<file path="src/rtl/daio_subframe_rx.sv">
// Subframe receiver: assembles biphase-decoded bits into audio words with V/U/C,
// parity, channel index, frame/block tracking and sticky link status.
module daio_subframe_rx #(
  parameter int DATA_W       = 20,
  parameter int NUM_CH       = 2,
  parameter int BLOCK_FRAMES = 192,
  localparam int SLOT_BITS   = DATA_W + 4,
  localparam int CH_W        = (NUM_CH > 2) ? $clog2(NUM_CH) : 1,
  localparam int FC_W        = $clog2(BLOCK_FRAMES)
) (
  input  logic              clock,
  input  logic              reset,
  input  logic              bit_valid,
  input  logic              bit_in,
  input  logic              preamble_1,
  input  logic              preamble_2,
  input  logic              preamble_3,
  input  logic              carrier_loss,
  input  logic              biphase_violation,
  input  logic              status_clear,
  output logic [DATA_W-1:0] word_data,
  output logic [2:0]        word_vuc,
  output logic [CH_W-1:0]   word_ch,
  output logic              word_valid,
  output logic              parity_err,
  output logic              block_start,
  output logic              load_buff,
  output logic [FC_W-1:0]   frame_count,
  output logic              locked,
  output logic [3:0]        rx_status
);
  localparam int BC_W = $clog2(SLOT_BITS);
  localparam logic [CH_W-1:0] LAST_CH    = CH_W'(NUM_CH - 1);
  localparam logic [BC_W-1:0] LAST_BIT   = BC_W'(SLOT_BITS - 1);
  localparam logic [FC_W-1:0] LAST_FRAME = FC_W'(BLOCK_FRAMES - 1);

  typedef enum logic [1:0] {HUNT, RECV, WAIT_PRE} state_t;

  state_t          r_state, r_state_next;
  logic [CH_W-1:0] r_ch, r_ch_next;
  logic [BC_W-1:0] r_bit_cnt, r_bit_cnt_next;
  logic            r_par, r_par_next;
  logic            r_blk_pend, r_blk_pend_next;
  logic [FC_W-1:0] r_fc_next;
  logic [3:0]      r_status_next;

  // Parity bit is never stored; it only feeds the accumulator.
  logic            r_slot [SLOT_BITS-1];
  logic [SLOT_BITS-2:0] w_slot_vec;

  logic            w_open;
  logic [CH_W-1:0] w_open_ch;
  logic            w_store;
  logic [BC_W-1:0] w_store_idx;
  logic            w_done;
  logic            w_par_bad;
  logic [3:0]      w_set;

  assign locked    = (r_state != HUNT);
  assign w_par_bad = r_par ^ bit_in;

  generate
    for (genvar gi = 0; gi < SLOT_BITS - 1; gi++) begin : g_slot
      always_ff @(posedge clock) begin
        if (reset)
          r_slot[gi] <= 1'b0;
        else if (w_store && (w_store_idx == BC_W'(gi)))
          r_slot[gi] <= bit_in;
      end
      assign w_slot_vec[gi] = r_slot[gi];
    end
  endgenerate

  always_comb begin
    r_state_next    = r_state;
    r_ch_next       = r_ch;
    r_bit_cnt_next  = r_bit_cnt;
    r_par_next      = r_par;
    r_blk_pend_next = r_blk_pend;
    r_fc_next       = frame_count;
    w_open          = 1'b0;
    w_open_ch       = '0;
    w_store         = 1'b0;
    w_store_idx     = r_bit_cnt;
    w_done          = 1'b0;
    w_set           = '0;

    if (carrier_loss) begin
      w_set[0]     = 1'b1;
      r_state_next = HUNT;
    end else begin
      case (r_state)
        HUNT: begin
          if (preamble_1 || preamble_2)
            w_open = 1'b1;
        end
        RECV, WAIT_PRE: begin
          if (preamble_1 || preamble_2) begin
            w_open = 1'b1;
            if (r_state == RECV || r_ch != LAST_CH)
              w_set[3] = 1'b1;
          end else if (preamble_3) begin
            w_open = 1'b1;
            if (r_ch == LAST_CH)
              w_set[3] = 1'b1;
            else
              w_open_ch = r_ch + CH_W'(1);
            if (r_state == RECV)
              w_set[3] = 1'b1;
          end else if (bit_valid) begin
            if (r_state == RECV) begin
              w_store    = 1'b1;
              r_par_next = r_par ^ bit_in;
              if (r_bit_cnt == LAST_BIT) begin
                w_done       = 1'b1;
                r_state_next = WAIT_PRE;
              end else begin
                r_bit_cnt_next = r_bit_cnt + BC_W'(1);
              end
            end else begin
              // Bit where a preamble was due: lost framing.
              w_set[3]     = 1'b1;
              r_state_next = HUNT;
            end
          end
        end
        default: r_state_next = HUNT;
      endcase

      // A slot opening on a preamble takes a coincident bit as slot bit 0.
      if (w_open) begin
        r_state_next    = RECV;
        r_ch_next       = w_open_ch;
        r_blk_pend_next = preamble_1;
        r_bit_cnt_next  = '0;
        r_par_next      = 1'b0;
        w_store_idx     = '0;
        if (bit_valid) begin
          w_store        = 1'b1;
          r_bit_cnt_next = BC_W'(1);
          r_par_next     = bit_in;
        end
      end
    end

    if (locked && biphase_violation)
      w_set[1] = 1'b1;
    if (w_done && w_par_bad)
      w_set[2] = 1'b1;

    if (w_done && r_ch == LAST_CH)
      r_fc_next = (frame_count == LAST_FRAME) ? '0 : frame_count + FC_W'(1);
    if (w_open && preamble_1)
      r_fc_next = '0;

    r_status_next = (status_clear ? 4'b0000 : rx_status) | w_set;
  end

  always_ff @(posedge clock) begin
    if (reset) begin
      r_state     <= HUNT;
      r_ch        <= '0;
      r_bit_cnt   <= '0;
      r_par       <= 1'b0;
      r_blk_pend  <= 1'b0;
      frame_count <= '0;
      rx_status   <= '0;
    end else begin
      r_state     <= r_state_next;
      r_ch        <= r_ch_next;
      r_bit_cnt   <= r_bit_cnt_next;
      r_par       <= r_par_next;
      r_blk_pend  <= r_blk_pend_next;
      frame_count <= r_fc_next;
      rx_status   <= r_status_next;
    end
  end

  always_ff @(posedge clock) begin
    if (reset) begin
      word_data   <= '0;
      word_vuc    <= '0;
      word_ch     <= '0;
      word_valid  <= 1'b0;
      parity_err  <= 1'b0;
      block_start <= 1'b0;
      load_buff   <= 1'b0;
    end else begin
      word_valid <= w_done;
      load_buff  <= w_done && (r_ch == LAST_CH);
      if (w_done) begin
        word_data   <= w_slot_vec[DATA_W-1:0];
        word_vuc    <= {w_slot_vec[DATA_W], w_slot_vec[DATA_W+1], w_slot_vec[DATA_W+2]};
        word_ch     <= r_ch;
        parity_err  <= w_par_bad;
        block_start <= r_blk_pend;
      end
    end
  end

endmodule

</file>
<file path="config.mk">
export PLATFORM = sky130hd
export DESIGN_NAME = daio_subframe_rx
export DESIGN_NICKNAME = d
export VERILOG_FILES = /design/src/rtl/daio_subframe_rx.sv
export SDC_FILE = /design/constraint.sdc
export NUM_CORES = 1
export LEC_CHECK = 0
export ABC_AREA = 1
export CORE_MARGIN = 1
export CORE_UTILIZATION = 54
export DETAILED_ROUTE_END_ITERATION = 8
export PLACE_DENSITY = 0.82
export SETUP_SLACK_MARGIN = 0.2
export SLEW_MARGIN = 40
export SYNTH_ARGS = -nofsm -noshare
export SYNTH_HDL_FRONTEND = slang
export SYNTH_SLANG_ARGS = --single-unit
</file>
<file path="constraint.sdc">
create_clock -name clock -period 2.8 [get_ports clock]
set_clock_uncertainty 0.1 [all_clocks]
set_input_delay 0.56 -clock clock [delete_from_list [all_inputs] [get_ports clock]]
set_output_delay 0.56 -clock clock [all_outputs]
set_load 0.01 [all_outputs]
</file>
==> flow_metrics.env, run 1 <==
export IMPL_synth_warning_count=0
export IMPL_first_global_vias=2747
export IMPL_drtPass1Iterations=5
export IMPL_startpoint_type="flop"
export IMPL_core_area_mm2=0.00592
export IMPL_fin_nets=496
export IMPL_grt_usage=0.248
export IMPL_synth_compound_area_frac=0.0792
export IMPL_worst_ep_required_time_ns=2.14
export IMPL_clk_latency_ns=0.35
export IMPL_hp_class="reg2reg"
export IMPL_portBuffers=50
export IMPL_drtIter0Drc=152
export IMPL_drive_above_1_share=0.101
export IMPL_cp_data_arrival_time_ns=1.65
export IMPL_slew_viol_final=0
export IMPL_synthCells=424
export IMPL_syn_area_mm2=0.00333
export IMPL_yosysUniqueCellTypes=28
export IMPL_async_flop_share=0
export IMPL_drv_cap=0
export IMPL_period_share=0.827
export IMPL_die_area_mm2=0.00649
export IMPL_synth_most_common_cell="nor2_1"
export IMPL_synth_top_family_by_area="simple AND/OR/NAND/NOR gates"
export IMPL_min_period_ns=2.31
export IMPL_cp_num_buf_inv=3
export IMPL_synth_area_per_cell_um2=7.86
export IMPL_crit_chain="inv_1, ha_1, inv_1, clkdlybuf4s50_1"
export IMPL_avgRoutedWirePerCell_um=12.9
export IMPL_min_from="rx_status[1]"
export IMPL_synth_seq_cells=73
export IMPL_grt_pass1_wl_um=12300
export IMPL_root_buffer="clkbuf_8"
export IMPL_totalWireLength_um=7240
export IMPL_crit_top_cell="inv_1"
export IMPL_antenna_left=0
export IMPL_drc=0
export IMPL_end_kind="primary output"
export IMPL_rrSetupSlack_ns=0.52
export IMPL_cts_resized=0
export IMPL_tightest_slew_ns=0.396
export IMPL_leakage_nw=1.76
export IMPL_initial_utilization=0.563
export IMPL_synth_xor_area_frac=0.0105
export IMPL_cp_top_family="buffers and inverters"
export IMPL_yosys_top_cells_area="dfxtp_1 (30%), edfxtp_1 (21%), nor2_1 (11%)"
export IMPL_cts_buffer_depth=2
export IMPL_synthAdderAreaFrac=0.0188
export IMPL_synth_common_cells="nor2_1 (97), nand2_1 (79), dfxtp_1 (50)"
export IMPL_rsz0062_at_grt="false"
export IMPL_critPathMaxStageDelay_ns=0.55
export IMPL_fp_dieW_um=80.6
export IMPL_synth_mux_area_frac=0
export IMPL_antenna_found_initial=0
export IMPL_final_hold_viol_count=0
export IMPL_reg2regPathDepth=11
export IMPL_cts_hold_buf=0
export IMPL_globalplace_congestion=0.879
export IMPL_r2r_end="r_slot[0][0]"
export IMPL_io_pins=51
export IMPL_setup_violations=0
export IMPL_reg2reg_from="r_state[0]"
export IMPL_yosysTopAreaCellShare=0.300
export IMPL_clkTransAtPathRegs_ns=0.08
export IMPL_placementRows=28
export IMPL_peakVddDrop_mv=0.302
export IMPL_power_density_mw_per_mm2=506
export IMPL_grt_max_degree=27
export IMPL_grt_overflow=0
export IMPL_yosysTopAreaCell="dfxtp_1"
export IMPL_holdWs_ns=0.365
export IMPL_cts_tree="yes"
export IMPL_hpwl_um=5120
export IMPL_slew_headroom=0.732
export IMPL_setup_tns_ns=0
export IMPL_min_to="rx_status[1]"
export IMPL_ys_seq_area_frac=0.508
export IMPL_num_antenna_cells=0
export IMPL_status="finished, final reports clean"
export IMPL_crit_type="reg2out"
export IMPL_synthSimpleGateAreaFrac=0.319
export IMPL_max_freq_mhz=432
export IMPL_slowest_stage="clkdlybuf4s50_1"
export IMPL_avgViaCountPerCell=5.21
export IMPL_synth_edf_count=23
export IMPL_holdPathStages=2
export IMPL_cts_buffers_inserted=9
export IMPL_area_growth_synth_to_final_pct=24.0
export IMPL_h_tree_depth=3
export IMPL_route_vias_total=2923
export IMPL_critPathMaxFanout=4
export IMPL_yosys_most_used_dff="dfxtp_1"
export IMPL_die_y_um=80.6
export IMPL_synth_fp_nets=439
export IMPL_post_cts_buffers=0
export IMPL_clkSinkCount=73
-- registers in the layout, summed over array words and instances (netlist names), 2 cells and up --
| signal | count |
|---|---|
| rx_status | 4 |
| r_slot | 23 |
| word_data | 20 |
| word_vuc | 3 |
| r_state | 2 |
| frame_count | 8 |
| r_bit_cnt | 5 |
-- routing by layer --
metal	GRT usage	wire length, um	vias up
met5	0	0	-
met4	0.0964	98	0
met3	0.0489	389	11
met2	0.402	3410	107
met1	0.324	3350	1327
li1	-	-	1478
-- worst max-delay path by stage --
stage	from	end	slack (ns)	cells past startpoint
floorplan	r_state[0]	r_slot[2][1]	0.81	11
global placement	preamble_1	r_slot[0][0]	0.24	12
detailed placement	preamble_1	r_slot[0][0]	0.18	12
CTS	r_state[0]	locked	0.49	4
global route	preamble_3	r_slot[0][4]	0.36	9
finish	r_state[0]	locked	0.49	4
-- placed cells by master, fill, tap and decap left out, types with 5 or more instances in the layout --
cell	netlist	final
clkdlybuf4s50_1	0	50
buf_4	1	11
edfxtp_1	23	23
dfxtp_1	50	50
o21ai_0	38	38
nand3_1	32	32
nor3_1	5	5
nand2_2	5	5
nand2_1	79	79
ha_1	5	5
a21oi_1	11	11
inv_1	36	36
clkbuf_8	0	9
nor2_1	97	97
nor2_2	5	5
-- layout make-up --
cell class | instances | area [um2]
Fill cell | 484 | 1790
Sequential cell | 73 | 1690
Multi-Input combinational cell | 297 | 1420
Timing Repair Buffer | 61 | 583
Inverter | 39 | 146
Clock buffer | 9 | 124
Tap cell | 75 | 93.8
Clock inverter | 7 | 70.1
-- where the power goes --
| group | switching, mW | internal, mW |
|---|---|---|
| clock | 0.410 | 0.411 |
| sequential | 0.0113 | 1.11 |
| combinational | 0.0985 | 0.0539 |
| total | 0.520 | 1.57 |
-- through the flow --
stage / utilization / cells / setup WS [ns] / total power, mW / instance area (um2)
finish: 0.698 / 561 / 0.485 / 2.09 / 4130
CTS: 0.698 / 561 / 0.489 / 2.10 / 4130
floorplan: - / 424 / 0.809 / 1.24 / 3330
global route: 0.698 / 561 / 0.361 / 2.17 / 4130
detailed placement: 0.665 / 545 / 0.182 / 1.29 / 3940
global placement: 0.665 / 545 / 0.243 / 1.29 / 3940
-- worst min-delay path: cells and delay by family (launching register included) --
kind               cells  cell delay, ns
AOI/OAI and AO/OA      1            0.05
DFF                    1            0.31
and+or+nand+nor        1            0.06
-- cell families after synthesis --
group / after synthesis
simple gates: 236
flops: 73
buf+inv: 54
compound gates: 52
fa+ha+maj: 5
xor+xnor: 4
Power figures use the tool's default switching activity.
==> run 2, diff against run 1 <==
==> constraint.sdc (replaced) <==
create_clock -name clock -period 2.3 [get_ports clock]
set_clock_uncertainty 0.1 [all_clocks]
set_input_delay 0.46 -clock clock [delete_from_list [all_inputs] [get_ports clock]]
set_output_delay 0.46 -clock clock [all_outputs]
set_load 0.01 [all_outputs]
==> run 2 against run 1 <==
Against the previous run: power up 21%; critical path depth rose by 8; clock power increased by 16%; critical endpoint is now r_slot[2][2]; critical path type is now in2reg; wire length up 1.2%.
==> flow_metrics.env, run 2 (synthesized netlist as in run 1, its figures left out) <==
export IMPL_clkTransAtPathRegs_ns=0.07
export IMPL_reg_top3="r_slot: 23 flops, word_data: 20 flops, frame_count: 8 flops"
export IMPL_wl_met1_um=3290
export IMPL_globalplace_congestion=0.878
export IMPL_drv_cap=0
export IMPL_antenna_found_initial=0
export IMPL_area_growth_synth_to_final_pct=30.6
export IMPL_crit_top_cell="nand2_1"
export IMPL_end_kind="flop"
export IMPL_grt_usage=0.243
export IMPL_final_hold_viol_count=0
export IMPL_period_share=0.892
export IMPL_hp_class="reg2reg"
export IMPL_antenna_left=0
export IMPL_grt_pass1_wl_um=11900
export IMPL_clkSinkCount=73
export IMPL_initial_utilization=0.563
export IMPL_rsz0062_at_grt="true"
export IMPL_critPathMaxFanout=7
export IMPL_avgRoutedWirePerCell_um=12.7
export IMPL_cts_buffer_depth=2
export IMPL_final_cells=575
export IMPL_drtPass1Iterations=5
export IMPL_num_antenna_cells=0
export IMPL_die_area_mm2=0.00649
export IMPL_cp_data_arrival_time_ns=2.01
export IMPL_totalWireLength_um=7330
export IMPL_drive_above_1_share=0.152
export IMPL_top_register="r_slot"
export IMPL_drc=0
export IMPL_total_power_mw=2.54
export IMPL_clk_latency_ns=0.34
export IMPL_cts_hold_buf=0
export IMPL_multi_input_area_mm2=0.00152
export IMPL_route_vias_total=3006
export IMPL_core_area_mm2=0.00592
export IMPL_tightest_slew_ns=0.375
export IMPL_avgViaCountPerCell=5.23
export IMPL_holdWs_ns=0.369
export IMPL_leakage_nw=1.86
export IMPL_slew_viol_final=0
export IMPL_crit_type="in2reg"
export IMPL_portBuffers=50
export IMPL_status="finished, final reports clean"
export IMPL_fp_dieW_um=80.6
export IMPL_min_period_ns=2.05
export IMPL_hpwl_um=4910
export IMPL_power_density_mw_per_mm2=584
export IMPL_top_layer_used="met4"
export IMPL_crit_chain="clkdlybuf4s50_1, inv_1, nand2_1, nand2_2, nand2_4, nand3_2, nand2_1, nand2_2, nor2_2, buf_6, nand2_1, nand2_1"
export IMPL_route_met3_wl_um=371
export IMPL_h_tree_depth=3
export IMPL_layout_cells_most_common_list="nor2_1 (95), nand2_1 (77), dfxtp_1 (48)"
export IMPL_grt_overflow=0
export IMPL_cts_buffers_inserted=9
export IMPL_peakVddDrop_mv=0.455
export IMPL_cts_tree="yes"
export IMPL_io_pins=51
export IMPL_regArea_mm2=0.00170
export IMPL_slowest_stage="clkdlybuf4s50_1"
export IMPL_wl_met2_um=3560
export IMPL_final_common_cell="nor2_1"
export IMPL_placementRows=28
export IMPL_critPathMaxStageDelay_ns=0.48
export IMPL_slew_headroom=0.747
export IMPL_drtIter0Drc=236
export IMPL_nFillCells=426
export IMPL_startpoint_type="primary input"
export IMPL_fin_nets=510
export IMPL_die_y_um=80.6
export IMPL_setup_violations=0
export IMPL_worst_ep_required_time_ns=2.26
export IMPL_placed_cells=556
export IMPL_root_buffer="clkbuf_8"
export IMPL_grt_max_degree=56
export IMPL_largest_register_ffs=23
export IMPL_max_freq_mhz=488
export IMPL_first_global_vias=2737
-- run 2: routing by layer --
metal | track usage | up-vias
met3 | 0.0477 | 13
met5 | 0 | -
met4 | 0.121 | 0
met2 | 0.403 | 91
li1 | - | 1507
met1 | 0.300 | 1395
-- run 2: final timing paths --
kind	startpoint	to	slack (ns)	cells after the start
max	preamble_3	r_slot[2][2]	0.25	12
max reg2reg	r_state[0]	r_slot[2][2]	0.25	11
min	rx_status[0]	rx_status[0]	0.37	2
min reg2reg	rx_status[0]	rx_status[0]	0.37	2
-- run 2: through the flow --
step,setup slack [ns],utilization,instance area (um2),setup TNS [ns]
floorplan,0.309,-,3330,0
detailed placement,-0.201,0.683,4050,-3.12
CTS,0.205,0.721,4270,0
global route,0.143,0.735,4350,0
global placement,-0.0723,0.683,4050,-1.04
finish,0.249,0.735,4350,0
-- run 2: worst max-delay path, delay by kind of cell --
family        cells  cell delay [ns]
buf+inv           3             0.69
simple gates      9             0.85
-- run 2: power by group --
group          internal, mW  switching, mW  total [mW]
combinational        0.0896          0.132       0.222
sequential             1.35         0.0138        1.36
clock                 0.488          0.467       0.955
-- run 2: final cells by class --
class | count | area share
clock buffer | 9 | 0.0285
timing repair buffer | 74 | 0.163
inverter | 39 | 0.0336
sequential | 73 | 0.390
clock inverter | 7 | 0.0141
tap | 75 | 0.0216
multi-input combinational | 298 | 0.349
-- run 2: timing repair --
action                                  4_1_cts  5_1_grt
resized for setup                             9       20
buffers inserted                              0        2
pin swaps                                     1        5
endpoints found under the setup margin       24       42
gates cloned                                  1        0
